===== config.mk =====
export PLATFORM = sky130hd
export DESIGN_NAME = mem_port_arbiter
export DESIGN_NICKNAME = d
export VERILOG_FILES = /design/src/rtl/mem_port_arbiter.sv
export SDC_FILE = /design/constraint.sdc
export NUM_CORES = 1
export LEC_CHECK = 0
export CORE_AREA = 2 2 352 354
export CTS_CLUSTER_DIAMETER = 150
export DETAILED_ROUTE_END_ITERATION = 7
export DIE_AREA = 0 0 354 356
export GPL_ROUTABILITY_DRIVEN = 0
export SYNTH_ARGS = -nofsm -noshare
export SYNTH_HDL_FRONTEND = slang
export SYNTH_SLANG_ARGS = --single-unit
export TNS_END_PERCENT = 50

===== constraint.sdc =====
create_clock -name clk -period 3.05 [get_ports clk]
set_input_delay 0.61 -clock clk [delete_from_list [all_inputs] [get_ports clk]]
set_output_delay 0.61 -clock clk [all_outputs]
set_load 0.1 [all_outputs]

===== src/rtl/mem_port_arbiter.sv =====
// -----------------------------------------------------------------------------
// mem_port_arbiter
//
// Shares the single physical-memory Wishbone port between the L1 instruction
// cache (i_*) and the L1 data cache (d_*). One cache is granted at a time and
// its master signals are muxed combinationally onto the memory port (m_*).
// The cache that is not granted sees RTY for as long as it requests.
// When both caches request at once, the grant goes to the cache that did not
// complete the last transaction. Exactly one IDLE cycle always separates two
// grants.
//
// Ports
//   clk, rst_n                  clock, synchronous active-low reset
//   i_cyc/i_stb/i_we/i_adr/
//   i_sel/i_dat_m               I-cache master request
//   i_dat_s/i_ack/i_rty         responses returned to the I-cache
//   d_*                         same set of signals for the D-cache
//   m_cyc/m_stb/m_we/m_adr/
//   m_sel/m_dat_m               request driven to physical memory
//   m_dat_s/m_ack/m_rty         responses from physical memory
//   i_grant_cnt/d_grant_cnt     completed transactions per cache (wrapping)
// -----------------------------------------------------------------------------
module mem_port_arbiter #(
  parameter int ADR_W = 12,
  parameter int DAT_W = 128,
  parameter int SEL_W = 16,
  parameter int CNT_W = 16
) (
  input  logic             clk,
  input  logic             rst_n,
  // I-cache master
  input  logic             i_cyc,
  input  logic             i_stb,
  input  logic             i_we,
  input  logic [ADR_W-1:0] i_adr,
  input  logic [SEL_W-1:0] i_sel,
  input  logic [DAT_W-1:0] i_dat_m,
  output logic [DAT_W-1:0] i_dat_s,
  output logic             i_ack,
  output logic             i_rty,
  // D-cache master
  input  logic             d_cyc,
  input  logic             d_stb,
  input  logic             d_we,
  input  logic [ADR_W-1:0] d_adr,
  input  logic [SEL_W-1:0] d_sel,
  input  logic [DAT_W-1:0] d_dat_m,
  output logic [DAT_W-1:0] d_dat_s,
  output logic             d_ack,
  output logic             d_rty,
  // physical memory port
  output logic             m_cyc,
  output logic             m_stb,
  output logic             m_we,
  output logic [ADR_W-1:0] m_adr,
  output logic [SEL_W-1:0] m_sel,
  output logic [DAT_W-1:0] m_dat_m,
  input  logic [DAT_W-1:0] m_dat_s,
  input  logic             m_ack,
  input  logic             m_rty,
  // performance counters
  output logic [CNT_W-1:0] i_grant_cnt,
  output logic [CNT_W-1:0] d_grant_cnt
);

  typedef enum logic [1:0] {
    IDLE  = 2'd0,
    GNT_I = 2'd1,
    GNT_D = 2'd2
  } state_t;

  // last_gnt_r encoding: which cache completed most recently
  localparam logic LAST_I = 1'b0;
  localparam logic LAST_D = 1'b1;

  localparam logic [CNT_W-1:0] CNT_ONE = {{(CNT_W-1){1'b0}}, 1'b1};
  localparam logic [CNT_W-1:0] CNT_ZERO = {CNT_W{1'b0}};

  state_t           state_r;
  state_t           state_nxt_s;
  logic             last_gnt_r;
  logic [CNT_W-1:0] i_cnt_r;
  logic [CNT_W-1:0] d_cnt_r;

  logic req_i_s;
  logic req_d_s;
  logic done_i_s;
  logic done_d_s;

  assign req_i_s  = i_cyc & i_stb;
  assign req_d_s  = d_cyc & d_stb;
  // Completion: memory acks while the granted master still holds its request.
  assign done_i_s = (state_r == GNT_I) & req_i_s & m_ack;
  assign done_d_s = (state_r == GNT_D) & req_d_s & m_ack;

  assign i_grant_cnt = i_cnt_r;
  assign d_grant_cnt = d_cnt_r;

  // State, last-grant and grant-counter registers
  always_ff @(posedge clk) begin
    if (!rst_n) begin
      state_r    <= IDLE;
      last_gnt_r <= LAST_I;
      i_cnt_r    <= CNT_ZERO;
      d_cnt_r    <= CNT_ZERO;
    end else begin
      state_r <= state_nxt_s;
      if (done_i_s) begin
        last_gnt_r <= LAST_I;
        i_cnt_r    <= i_cnt_r + CNT_ONE;
      end else if (done_d_s) begin
        last_gnt_r <= LAST_D;
        d_cnt_r    <= d_cnt_r + CNT_ONE;
      end else begin
        last_gnt_r <= last_gnt_r;
      end
    end
  end

  // Next-state logic: round-robin arbitration from IDLE, release to IDLE on
  // completion or on the granted master dropping its request.
  always_comb begin
    state_nxt_s = state_r;
    case (state_r)
      IDLE: begin
        if (req_i_s && req_d_s) begin
          state_nxt_s = (last_gnt_r == LAST_I) ? GNT_D : GNT_I;
        end else if (req_i_s) begin
          state_nxt_s = GNT_I;
        end else if (req_d_s) begin
          state_nxt_s = GNT_D;
        end else begin
          state_nxt_s = IDLE;
        end
      end
      GNT_I: begin
        if (!req_i_s || m_ack) begin
          state_nxt_s = IDLE;
        end else begin
          state_nxt_s = GNT_I;
        end
      end
      GNT_D: begin
        if (!req_d_s || m_ack) begin
          state_nxt_s = IDLE;
        end else begin
          state_nxt_s = GNT_D;
        end
      end
      default: begin
        state_nxt_s = IDLE;
      end
    endcase
  end

  // Output mux: memory port follows the granted master; the other master is
  // held off with RTY whenever it requests. Read data is broadcast unqualified.
  always_comb begin
    m_cyc   = 1'b0;
    m_stb   = 1'b0;
    m_we    = 1'b0;
    m_adr   = {ADR_W{1'b0}};
    m_sel   = {SEL_W{1'b0}};
    m_dat_m = {DAT_W{1'b0}};
    i_dat_s = m_dat_s;
    d_dat_s = m_dat_s;
    i_ack   = 1'b0;
    d_ack   = 1'b0;
    i_rty   = req_i_s;
    d_rty   = req_d_s;
    case (state_r)
      GNT_I: begin
        m_cyc   = i_cyc;
        m_stb   = i_stb;
        m_we    = i_we;
        m_adr   = i_adr;
        m_sel   = i_sel;
        m_dat_m = i_dat_m;
        i_ack   = m_ack & req_i_s;
        i_rty   = m_rty;
      end
      GNT_D: begin
        m_cyc   = d_cyc;
        m_stb   = d_stb;
        m_we    = d_we;
        m_adr   = d_adr;
        m_sel   = d_sel;
        m_dat_m = d_dat_m;
        d_ack   = m_ack & req_d_s;
        d_rty   = m_rty;
      end
      IDLE: begin
        m_cyc = 1'b0;
      end
      default: begin
        m_cyc = 1'b0;
      end
    endcase
  end

endmodule


==> summary.txt <==
Floorplan
  – Initial core utilization: 4.93%
  – Ports: 901
  – Chip Height: around 360 um
  – DIE AREA: between 0.1 and 0.15 mm^2
  – Row Count: ~130
  – Core footprint: 0.123 mm^2
  – Die width: roughly 350 um

Power and ir drop
  – Sw Ratio: ~36%
  – Combinational power share: ~57%
  – Clk pwr share: 22.2%
  – Power Total: roughly 2.2 mW
  – Flop pwr share: between 20% and 30%
  – Net Sw Power: about 0.80 mW
  – Peak VDD IR: ~0.25 mV
  – Pwr/cell area: ~160 mW/mm^2
  – Internal: roughly 1.4 mW
  – P_leak: ~3.9 nW

Critical path
  – Critical Path AT: ~2.4 ns
  – R2r endpoint: d_grant_cnt[15]
  – Crit-path slowest cell: a22oi_1
  – Reg2Reg Depth: 7
  – Crit-path leading delay family: compound AO/OA/AOI/OAI gates
  – Reg2Reg Setup Slack: between 0.7 and 0.8 ns
  – Worst setup path startpoint: state_r[0]
  – Total stage count of the critical path: 6
  – Crit Path Max Fanout: 65
  – Setup crit end kind: output pin
  – Required @ worst endpoint: between 2 and 2.5 ns
  – Worst setup SP type: flop
  – CP max stage delay: 0.61 ns
  – Worst R2R Start: state_r[0]
  – Worst-path cell chain: inv_1 -> ha_4 -> buf_12 -> a22oi_1 -> nor2b_2 -> buf_12
  – Crit path kind: flop to output pin
  – Worst Setup EP: m_dat_m[114]
  – Worst path bufs/invs: 3
  – Most used cell along the critical path: buf_12

STA
  – Max-slew violations: 0
  – FMAX: around 340 MHz
  – Slew HR: ~57%
  – Setup_tns: 0 ns
  – Final Hold Vio Count: 0
  – Final Skew: between 0.005 and 0.006 ns
  – Final Setup Violations: 0
  – Min cycle time layout: 2.98 ns
  – Worst Tran Pin Value: ~0.65 ns
  – RSZ-0062 raised after global routing: no
  – Fin crit share: roughly 100%
  – Post-route setup slack: between 0.07 and 0.08 ns

Clock tree
  – CTS tree: built
  – CTS Buffer Depth: 2
  – CTS sink count: 35
  – Post-CTS setup buffers: 0
  – Num CTS Buffers: 5
  – Clock transition at the registers of the reported paths: ~0.05 ns
  – Worst skew pair latency: about 0.28 ns
  – CTS root buf: clkbuf_16
  – CTS Hold Bufs: 0
  – CTS H-tree depth: 2

Detailed routing
  – Vias: about 7000
  – DRC: 0
  – Via density: 2.56
  – Final ANT Viol Nets: 0
  – Per-cell routed wire length: between 20 and 25 um
  – Routed wire length: around 67000 um
  – Drt pass-1 iters: 4
  – Detailed Route Iter0 Violations: around 280

Placement
  – Dpl hpwl: slightly above 60000 um
  – Pre-CTS WS: 0.352 ns
  – Port Buf Inserts: between 500 and 600
  – DP Area: about 0.013 mm^2

Global route
  – GRT Util Overall: between 10% and 20%
  – First-pass GRT wire length: 81500 um
  – Total gr overflow: 0
  – Largest net degree at the start of global routing: just under 70
  – Number of global-route vias before repair: 7187
  – Initial antenna violation count: 19

Synthesis
  – Cell Area, Synth: roughly 0.0060 mm^2
  – Post-synth EDFFs: 0
  – Register area share after synthesis: a little under an eighth
  – Post-synthesis async set-or-reset flop share: 0%
  – Mapped Cells: between 800 and 900
  – Most common flop cell mapped by yosys: dfxtp_1
  – Seq cells post-synth: 35
  – Syn_area_per_cell: approximately 7.3 um^2
  – Yosys cell types: 37
  – Net count after synthesis: between 1000 and 1500
  – Synthesis Warnings: 0

Finish
  – Most common cell after layout, fill and taps aside: clkdlybuf4s50_1
  – Commonest cells after routing, fill and taps aside: 321 x clkdlybuf4s50_1, 171 x buf_12, 158 x a22oi_1
  – Design area: 0.0133 mm^2
  – Synth-to-Final Area Change: 120%
  – Filler instances: ~14000
  – Nets: 1509
  – Share of cells above drive strength 1: 29.6%

Hold path
  – Hold Crit Class: flop to flop
  – Hold depth: 2

Run
  – Max-cap violations: 0

Outcome
  – Run status: complete, no violations
## state kept, by name, indices dropped and copies added, names as in the netlist
register / flops
last_gnt_r: 1
d_grant_cnt: 16
i_grant_cnt: 16
state_r: 2
## timing repair
action,CTS,global route
endpoints found under the hold margin,0,0
setup endpoints to repair,0,3
gates resized for setup,0,1
## cell type report
cell class / instances / area, um^2 / share of cell area, %
sequential: 35 / 701 / 5.27
antenna: 5 / 12.5 / 0.0940
clock inverter: 1 / 5.00 / 0.0376
timing repair buffer: 537 / 6970 / 52.4
clock buffer: 7 / 133 / 0.997
multi-input combinational: 465 / 3400 / 25.5
tap: 1637 / 2050 / 15.4
inverter: 9 / 33.8 / 0.254
## synth_stat cells, types with 10 or more instances
library cell	number	area [um^2]
a21oi_1	11	55.1
a22oi_1	159	1190
buf_4	256	1920
clkbuf_1	46	173
dfxtp_1	35	701
nand2_1	21	78.8
nand3_1	10	50.1
nor2_1	17	63.8
nor2b_1	159	995
o21ai_0	10	50.1
## power by group through the flow
| stage | logic (mW) | registers (mW) | clock network, mW |
|---|---|---|---|
| after floorplan | 2.08 | 0.472 | 0 |
| after global placement | 1.27 | 0.471 | 0 |
| after detailed placement | 1.27 | 0.471 | 0 |
| after CTS | 1.27 | 0.461 | 0.499 |
| after global routing | 1.31 | 0.461 | 0.518 |
| final | 1.24 | 0.461 | 0.488 |
## worst register-to-register path: stages (launching register included)
cell     delay (ns)
dfxtp_1        0.35
inv_1          0.17
ha_4           0.33
and4_1         0.49
nand4_4        0.21
nor4_1         0.38
buf_4          0.18
mux2i_1        0.16
## cell families (layout without fill, tap and decap cells)
kind of cell	count (synthesis)	after routing	share of synthesized area, %
buf+inv	324	554	36.2
compound gates	184	184	22.0
flops	35	35	11.6
mux	8	8	1.32
other cells	0	5	0
simple gates	253	253	25.6
fa+ha+maj	6	6	1.24
xor+xnor	14	14	2.03
## layer usage
metal  up-vias  part of all wire, %  routed length [um]  global-route usage, %
met5         -                 0.28                 189                  0.943
met4        12                 0.94                 632                  0.814
li1       3048                    -                   -                      -
met2       662                   45               30100                   16.4
met1      3140                   37               24600                   10.8
met3        42                   17               11500                   7.38
## through the flow
step	utilization [%]	instances	hold slack, ns
detailed placement	10.7	2683	0.485
finish	10.8	2696	0.496
floorplan	-	824	0.500
CTS	10.8	2691	0.495
global placement	10.7	2683	0.460
global route	10.8	2691	0.506
## worst min path at each step
stage | to | from
final | i_grant_cnt[13] | i_grant_cnt[13]
after global routing | i_grant_cnt[13] | i_grant_cnt[13]
after CTS | i_grant_cnt[13] | i_grant_cnt[13]
after detailed placement | i_grant_cnt[13] | i_grant_cnt[13]
after global placement | i_grant_cnt[15] | i_grant_cnt[15]
after floorplan | last_gnt_r | last_gnt_r
Power figures use the tool's default switching activity.
